--- src/rtl/onn_ser_pkg.sv ---
// ============================================================================
// Module : onn_ser_pkg
// Brief  : Shared types and constants for the ONN phase serializer.
// Rev    : 1.0  initial release
// ============================================================================
`default_nettype none

package onn_ser_pkg;

    localparam int PHASE_W = 4;

    typedef enum logic [1:0] {
        ST_IDLE  = 2'd0,
        ST_SHIFT = 2'd1,
        ST_PAR   = 2'd2,
        ST_DONE  = 2'd3
    } ser_state_e;

    // Counter must address TOTAL-1 and never be narrower than one bit.
    function automatic int cnt_width(input int total);
        return (total < 2) ? 1 : $clog2(total);
    endfunction

endpackage

`default_nettype wire

--- src/rtl/onn_phase_serializer_if.sv ---
// ============================================================================
// Module : onn_phase_serializer_if
// Brief  : Phase-capture / serial-out bus between ONN core, serializer, host.
// Rev    : 1.0  initial release
// ============================================================================
`default_nettype none

interface onn_phase_serializer_if
    import onn_ser_pkg::*;
#(
    parameter int N  = 210,
    parameter int PW = PHASE_W
) ();

    logic [0:PW*N-1] phi_in;
    logic            start;
    logic            tx_ready;
    logic            sdo;
    logic            sdo_valid;
    logic            sof;
    logic            eof;
    logic            busy;
    logic            done;

    modport master (
        input  phi_in, start, tx_ready,
        output sdo, sdo_valid, sof, eof, busy, done
    );

    modport slave (
        output phi_in, start, tx_ready,
        input  sdo, sdo_valid, sof, eof, busy, done
    );

endinterface

`default_nettype wire

--- src/rtl/onn_ser_bitcnt.sv ---
// ============================================================================
// Module : onn_ser_bitcnt
// Brief  : Loadable up-counter with enable; saturates at TERM and flags it.
// Rev    : 1.0  initial release
// ============================================================================
`default_nettype none

module onn_ser_bitcnt #(
    parameter int WIDTH = 1,
    parameter int TERM  = 0
) (
    input  wire logic             clk,
    input  wire logic             rst_n,
    input  wire logic             load_i,
    input  wire logic [WIDTH-1:0] load_val_i,
    input  wire logic             en_i,
    output logic      [WIDTH-1:0] cnt_o,
    output logic                  tc_o
);

    logic [WIDTH-1:0] cnt_q;
    logic [WIDTH-1:0] cnt_d;

    assign tc_o  = (cnt_q == WIDTH'(TERM));
    assign cnt_o = cnt_q;

    // Holding at TERM keeps a power-of-two frame from wrapping to zero.
    always_comb begin
        cnt_d = cnt_q;
        if (load_i) begin
            cnt_d = load_val_i;
        end else if (en_i && !tc_o) begin
            cnt_d = cnt_q + WIDTH'(1);
        end
    end

    always_ff @(posedge clk) begin
        if (!rst_n) begin
            cnt_q <= '0;
        end else begin
            cnt_q <= cnt_d;
        end
    end

endmodule

`default_nettype wire

--- src/rtl/onn_phase_serializer.sv ---
// ============================================================================
// Module : onn_phase_serializer
// Brief  : Captures the ONN phase vector and shifts it out serially.
//          Optional trailing even-parity bit when ONN_SER_PARITY_EN is defined.
// Rev    : 1.0  initial release
// ============================================================================
`default_nettype none

module onn_phase_serializer
    import onn_ser_pkg::*;
#(
    parameter int N  = 210,
    parameter int PW = PHASE_W
) (
    input  wire logic               sclk,
    input  wire logic               re,
    onn_phase_serializer_if.master  bus
);

    localparam int TOTAL = PW * N;
    localparam int CW    = cnt_width(TOTAL);

    ser_state_e       state_q;
    ser_state_e       state_d;
    logic [0:TOTAL-1] shreg_q;
    logic [0:TOTAL-1] shreg_d;
    logic [CW-1:0]    cnt;
    logic             cnt_tc;
    logic             cnt_load;
    logic             cnt_en;

`ifdef ONN_SER_PARITY_EN
    logic             parity_q;
    logic             parity_d;
`endif

    onn_ser_bitcnt #(
        .WIDTH (CW),
        .TERM  (TOTAL - 1)
    ) u_bitcnt (
        .clk        (sclk),
        .rst_n      (re),
        .load_i     (cnt_load),
        .load_val_i ('0),
        .en_i       (cnt_en),
        .cnt_o      (cnt),
        .tc_o       (cnt_tc)
    );

    always_comb begin
        state_d  = state_q;
        shreg_d  = shreg_q;
        cnt_load = 1'b0;
        cnt_en   = 1'b0;
`ifdef ONN_SER_PARITY_EN
        parity_d = parity_q;
`endif
        case (state_q)
            ST_IDLE: begin
                if (bus.start) begin
                    state_d  = ST_SHIFT;
                    shreg_d  = bus.phi_in;
                    cnt_load = 1'b1;
`ifdef ONN_SER_PARITY_EN
                    parity_d = ^bus.phi_in;
`endif
                end
            end
            ST_SHIFT: begin
                if (bus.tx_ready) begin
                    shreg_d = {shreg_q[1:TOTAL-1], 1'b0};
                    cnt_en  = 1'b1;
                    if (cnt_tc) begin
`ifdef ONN_SER_PARITY_EN
                        state_d = ST_PAR;
`else
                        state_d = ST_DONE;
`endif
                    end
                end
            end
`ifdef ONN_SER_PARITY_EN
            ST_PAR: begin
                if (bus.tx_ready) begin
                    state_d = ST_DONE;
                end
            end
`endif
            ST_DONE: begin
                state_d = ST_IDLE;
            end
            default: begin
                state_d = ST_IDLE;
            end
        endcase
    end

    always_ff @(posedge sclk) begin
        if (!re) begin
            state_q  <= ST_IDLE;
            shreg_q  <= '0;
`ifdef ONN_SER_PARITY_EN
            parity_q <= 1'b0;
`endif
        end else begin
            state_q  <= state_d;
            shreg_q  <= shreg_d;
`ifdef ONN_SER_PARITY_EN
            parity_q <= parity_d;
`endif
        end
    end

    // Outputs decode registered state only; tx_ready/start never reach them.
    assign bus.busy = (state_q != ST_IDLE);
    assign bus.done = (state_q == ST_DONE);
    assign bus.sof  = (state_q == ST_SHIFT) && (cnt == '0);

`ifdef ONN_SER_PARITY_EN
    assign bus.sdo_valid = (state_q == ST_SHIFT) || (state_q == ST_PAR);
    assign bus.sdo       = (state_q == ST_SHIFT) ? shreg_q[0] :
                           (state_q == ST_PAR)   ? parity_q   : 1'b0;
    assign bus.eof       = (state_q == ST_PAR);
`else
    assign bus.sdo_valid = (state_q == ST_SHIFT);
    assign bus.sdo       = (state_q == ST_SHIFT) ? shreg_q[0] : 1'b0;
    assign bus.eof       = (state_q == ST_SHIFT) && cnt_tc;
`endif

endmodule

`default_nettype wire

--- src/flat_wrapper.sv ---
// flat-port wrapper written by rule: the top's interface ports become plain ports
module onn_phase_serializer_flat import onn_ser_pkg::*;
#(
    parameter int N  = 210,
    parameter int PW = PHASE_W
)
  (sclk, re, bus_phi_in, bus_start, bus_tx_ready, bus_sdo, bus_sdo_valid, bus_sof, bus_eof, bus_busy, bus_done);
  onn_phase_serializer_if #(.N(N), .PW(PW)) bus_i ();
  input  wire logic sclk;
  input  wire logic re;
  input wire logic [$bits(bus_i.phi_in)-1:0] bus_phi_in;
  input wire logic [$bits(bus_i.start)-1:0] bus_start;
  input wire logic [$bits(bus_i.tx_ready)-1:0] bus_tx_ready;
  output wire logic [$bits(bus_i.sdo)-1:0] bus_sdo;
  output wire logic [$bits(bus_i.sdo_valid)-1:0] bus_sdo_valid;
  output wire logic [$bits(bus_i.sof)-1:0] bus_sof;
  output wire logic [$bits(bus_i.eof)-1:0] bus_eof;
  output wire logic [$bits(bus_i.busy)-1:0] bus_busy;
  output wire logic [$bits(bus_i.done)-1:0] bus_done;
  assign bus_i.phi_in = bus_phi_in;
  assign bus_i.start = bus_start;
  assign bus_i.tx_ready = bus_tx_ready;
  assign bus_sdo = bus_i.sdo;
  assign bus_sdo_valid = bus_i.sdo_valid;
  assign bus_sof = bus_i.sof;
  assign bus_eof = bus_i.eof;
  assign bus_busy = bus_i.busy;
  assign bus_done = bus_i.done;
  onn_phase_serializer #(.N(N), .PW(PW)) u_core (.sclk(sclk), .re(re), .bus(bus_i));
endmodule
--- config.mk ---
export PLATFORM = sky130hd
export DESIGN_NAME = onn_phase_serializer_flat
export DESIGN_NICKNAME = d
export VERILOG_FILES = /design/src/rtl/onn_ser_pkg.sv /design/src/rtl/onn_phase_serializer_if.sv /design/src/rtl/onn_ser_bitcnt.sv /design/src/rtl/onn_phase_serializer.sv /design/src/flat_wrapper.sv
export SDC_FILE = /design/constraint.sdc
export NUM_CORES = 2
export LEC_CHECK = 0
export BUFFER_PORTS_ARGS = -buffer_cell sky130_fd_sc_hd__buf_2
export CORE_AREA = 2 2 329 331
export CTS_CLUSTER_SIZE = 25
export DETAILED_ROUTE_END_ITERATION = 8
export DIE_AREA = 0 0 331 333
export MAX_ROUTING_LAYER = met4
export PLACE_DENSITY = 0.59
export SLEW_MARGIN = 10
export SYNTH_ARGS = -nofsm -noshare
export SYNTH_HDL_FRONTEND = slang
export SYNTH_SLANG_ARGS = --single-unit
export TNS_END_PERCENT = 5
--- constraint.sdc ---
create_clock -name sclk -period 2.1 [get_ports sclk]
set_input_delay 0.42 -clock sclk [delete_from_list [all_inputs] [get_ports sclk]]
set_output_delay 0.42 -clock sclk [all_outputs]
set_load 0.05 [all_outputs]
# ---- After elaboration in Yosys (flattened, before gate mapping)
# Cells that the tools add are included.
dict set report totals {
  reg_bits 852
  input_bits 844
  output_inout_bits 6
  word_cells 34
}
dict set report op_classes {
  add_sub_neg 1
  eq_ne 6
  muxes 12
  bitwise 1
  n_reduce_logical 11
}
# operator n
set ops {}
lappend ops {{$mux 840} 2}
lappend ops {{$pmux 840 s2} 1}
lappend ops {{$add 10x1->10 const B} 1}
lappend ops {{$eq 10x10->1 const B} 1}
lappend ops {{$logic_not 10->1} 1}
lappend ops {{$mux 2} 3}
lappend ops {{$reduce_and 3->1} 2}
lappend ops {{$mux 1} 5}
lappend ops {{$ne 2x2->1 const B} 2}
lappend ops {{$pmux 2 s2} 1}
lappend ops {{$reduce_bool 2->1} 2}
lappend ops {{$logic_and 1x1->1} 3}
lappend ops {{$eq 2x1->1 const B} 1}
lappend ops {{$eq 2x2->1 const B} 1}
lappend ops {{$logic_not 2->1} 1}
lappend ops {{$ne 2x1->1 const B} 1}
lappend ops {{$reduce_or 2->1} 1}
lappend ops {{$logic_not 1->1} 1}
lappend ops {{$not 1->1} 1}

# ---- Longest topological paths before layout
dict set report logic_depth {
  word_depth 4
  ltp_mapped 8
  mapped_depth_nobuf 5
}

# ---- Modules after synthesis
# From an unflattened synthesis, not the netlist that was laid out.
dict set report unflattened {
  hier_cells 3826
  hier_area_um2 34354.2
}
# module n_inst cells_per_inst area_per_inst_um2 seq_area_each_um2
set modules_own_cells {}
lappend modules_own_cells {onn_phase_serializer 1 3760 33781.1 16856.2}
lappend modules_own_cells {onn_ser_bitcnt 1 66 573.0 200.2}

# ---- Worst setup path after synthesis
# Ideal clock, no wire load.
dict set report synth_timing {
  path_kind {reg-to-output}
  from {register u_core.state_q[0]}
  to {output port bus_sof}
  arrival_ps 2004
  required_ps 1680
  slack_ps -324
  stages_incl_launch_ff 6
  n_path_buf 2
  path_cell_list {dfxtp_1 > nand2b_1 > inv_2 > buf_2 > clkbuf_1 > and4_1}
}
dict set report synth_via {
  elab_chain_cells 2
}
# item line
set synth_lines {}
lappend synth_lines {{start: declaration} onn_phase_serializer.sv:23} ;# ser_state_e state_q;
lappend synth_lines {{start signal: assignment} onn_phase_serializer.sv:106} ;# state_q <= state_d;
lappend synth_lines {{$eq 2x1->1} n/a}
lappend synth_lines {{via bus_sdo_valid} flat_wrapper.sv:15} ;# output wire logic [$bits(bus_i.sdo_valid)-1:0] bus_sdo_valid;
lappend synth_lines {{$logic_and 1x1->1} onn_phase_serializer.sv:117} ;# assign bus.sof = (state_q == ST_SHIFT) && (cnt == '0);
lappend synth_lines {{end: declaration} flat_wrapper.sv:16} ;# output wire logic [$bits(bus_i.sof)-1:0] bus_sof;
# The timed path passes the listed nets, and every way through them passes these cells.

# ---- Final worst setup path
dict set report layout_timing {
  from {register u_core.u_bitcnt.cnt_q[1], in the netlist u_core.u_bitcnt.cnt_o[1]}
  to {output port bus_eof}
}
dict set report layout_via {
  elab_chain_cells 2
}
# item line
set layout_lines {}
lappend layout_lines {{start: declaration} onn_ser_bitcnt.sv:21} ;# logic [WIDTH-1:0] cnt_q;
lappend layout_lines {{start signal: assignment} onn_ser_bitcnt.sv:41} ;# cnt_q <= cnt_d;
lappend layout_lines {{$eq 10x10->1} onn_ser_bitcnt.sv:24} ;# assign tc_o = (cnt_q == WIDTH'(TERM));
lappend layout_lines {{$logic_and 1x1->1} onn_phase_serializer.sv:127} ;# assign bus.eof = (state_q == ST_SHIFT) && cnt_tc;
lappend layout_lines {{end: declaration} flat_wrapper.sv:17} ;# output wire logic [$bits(bus_i.eof)-1:0] bus_eof;
# Every way passes these cells.

==> flow_summary_export.csv <==
group,metric,value,unit
cts,tritoncts,"yes",
timing,period_share,108.6,%
synth,synth-xor-area-share,0.1594,%
routing,via_per_inst,5.234,
routing,vias,35950,
power,power,42020,uW
place,pre_cts_ws,0.09431,ns
timing,setup_viol,4,
synth,netlist_top_cells_area,"dfxtp_1 44%, o211a_1 22%, nand2_1 16%",
synth,synthSimpleGateAreaFrac,27.93,%
power,power.density,882.4,mW/mm^2
synth,syn-num-nets,5586,
timing,worst_pin_slew,0.5622,ns
grt,track_usage,20.70,%
die,dieHeight,333,um
timing,drv_slew,0,
synth,synthAdderAreaFrac,0.06504,%
routing,drcViolationCount,0,
synth,synthMuxAreaShare,0,%
synth,netlist.area_leader.share,44.33,%
synth,yosysSeqAreaShare,44.33,%
routing,drtIter0Drc,2549,
place,dp_hpwl,82990,um
power,ir_worst_vdd,561.4,uV
synth,yosysMostFrequentCell,"nand2_1",
synth,netlist_instances,4740,
setup_path,path_cells,"ha_4 -> and4_4 -> and3_4 -> and2_4 -> buf_8",
cts,clk_pin_slew,0.06,ns
setup_path,path_class,"flip-flop to output port",
routing,drtPass1Iterations,6,
timing,setup_slack,-0.1802,ns
setup_path,cp.required,1.68,ns
setup_path,arrival,1.86,ns
cts,cts_sinks,852,
place,portBuffers,849,
cts,cts-htree-levels,3,
synth,async_flop_share,0,%
synth,synth_top_cell_by_area,"dfxtp_1",
synth,avgSynthCellArea,8.117,um^2
setup_path,crit_fanout,2,
timing,slew_headroom,62.52,%
place,gp_congestion,0.8486,
timing,rsz0062_at_grt,"yes",
die,ios,850,
cts,worstSkewPairLatency,0.66,ns
cts,clockBufferDepth,3,
synth,synth_compound_area_share,21.95,%
setup_path,slowest_delay,0.35,ns
timing,skew,0.03906,ns
synth,synth_top_family_by_area,"simple AND/OR/NAND/NOR gates",
routing,ant_nets,0,
setup_path,end_kind,"output port",
synth,synth_common_cells,"1683 x nand2_1, 852 x dfxtp_1, 841 x nand3_1, 839 x o211a_1, 228 x buf_2",
run_status,violations,"negative setup slack",
cts,clockRootBuffer,"clkbuf_16",
synth,synth-seq-cells,852,
timing,hold_viol,0,
synth,synth_area,0.03847,mm^2
worst_hold_path,hold_path_class,"input pin to flip-flop",
final_layout,area_growth,23.77,%
grt,first_global_vias,33250,
run,max_cap_violations,0,
setup_path,crit_path_top_delay_cell,"dfxtp_2",
grt,antenna_found_initial,41,
power,leakagePower,0.02745,uW
grt,grt_remaining_overflow,0,
routing,wl_per_cell,17.21,um
timing,min_period,2.280,ns
final_layout,layout.nets,6197,
run_status,run_status,"complete, but fails checks",
grt,grt_start_max_net_pins,120,
die,fp.dieW,331,um
setup_path,startpoint_type,"flip-flop",
die,row_count,120,
die,dieArea,0.1102,mm^2
cts,cts_buffers,96,
synth,synth_flop_cell,"dfxtp_1",
die,start_util,36.09,%
timing,fmax,438.6,MHz
final_layout,drive_gt1_share,21.17,%
synth,yosysWarnings,0,
die,core-area,0.1066,mm^2
synth,synth_edf_count,0,
grt,grt_pass1_wl,178900,um
synth,synth.distinct_cells,34,
routing,routed_wl,118200,um
==> routing by layer <==
metal	vias to the layer above	global-route usage [%]	routed length (um)
li1	17780	-	-
met1	17050	25.43	51030
met2	941	33.69	56550
met3	187	3.835	7089
met4	0	7.610	3512
met5	-	-	0
==> registers in the layout, summed over array words and instances (netlist names) <==
name                   count
u_core.state_q             2
u_core.shreg_q           840
u_core.u_bitcnt.cnt_o     10
==> power by group <==
part           switching, uW  internal, uW  total (uW)
Combinational           3580          2890        6470
Clock                   7080          9940       17000
Sequential               795         17700       18500
Total                  11500         30600       42000
==> layout by cell type, fill, tap and decap left out, types with 5 or more instances in the layout <==
cell and count:
xnor2_1 6, diode_2 39, clkbuf_8 22, dfxtp_1 846, dfxtp_2 5, clkbuf_1 24
buf_4 64, nor2_1 9, nand3_1 841, clkinv_2 15, buf_2 844, nand2_1 1683
clkbuf_16 97, o211a_1 839, buf_12 68, bufinv_16 5
==> logic make-up (layout without fill, tap and decap cells) <==
| family | after synthesis | count (layout) |
|---|---|---|
| flops | 852 | 852 |
| buf+inv | 472 | 1159 |
| xor+xnor | 7 | 7 |
| simple gates | 2560 | 2560 |
| fa+ha+maj | 2 | 2 |
| other cells | 0 | 39 |
| compound gates | 847 | 847 |
==> cell type report <==
class                   count  area (um^2)
flip-flops and latches    852        17070
multi-input cells        3416        19330
clock buffers             143         2820
inverters                   3        18.77
diodes                     39        97.59
well taps                1403         1755
repair buffers            982         6142
fillers                 10690        58980
clock inverters            31        386.6
==> per-stage QoR <==
step	hold WS (ns)	setup TNS, ns	utilization, %	instance area (um^2)	instances
2_1_floorplan	0.4639	0	-	38470	4740
3_3_place_gp	0.4764	0	41.47	44200	6652
3_5_place_dp	0.4851	0	41.47	44200	6652
4_1_cts	0.02369	-0.7339	44.57	47510	6830
5_1_grt	0.05820	-0.7609	44.67	47620	6868
6_report	0.09322	-0.3681	44.67	47620	6869
==> critical path: cells and delay by family (launching register included) <==
kind,cells,cell delay [ns]
flops,1,0.35
buf+inv,1,0.14
fa+ha+maj,1,0.13
simple gates,3,0.58
==> path summary, 6_finish.rpt <==
check | slack [ns] | cells after the start | from | end
setup / recovery | -0.18 | 5 | u_core.u_bitcnt.cnt_o[1] | bus_eof
hold / removal | 0.09 | 4 | bus_phi_in[185] | u_core.shreg_q[654]
setup reg to reg | 0.28 | 6 | u_core.state_q[1] | u_core.shreg_q[668]
hold reg to reg | 0.46 | 1 | u_core.state_q[1] | u_core.state_q[0]
==> timing repair <==
item	CTS	global route
gates resized for setup	20	5
buffers inserted	2	0
pin swaps	2	0
endpoints found under the setup margin	6	4
hold buffers	2	0
endpoints found under the hold margin	2	0
gates cloned	0	0
Note: power is estimated with default switching activity, not from simulation.
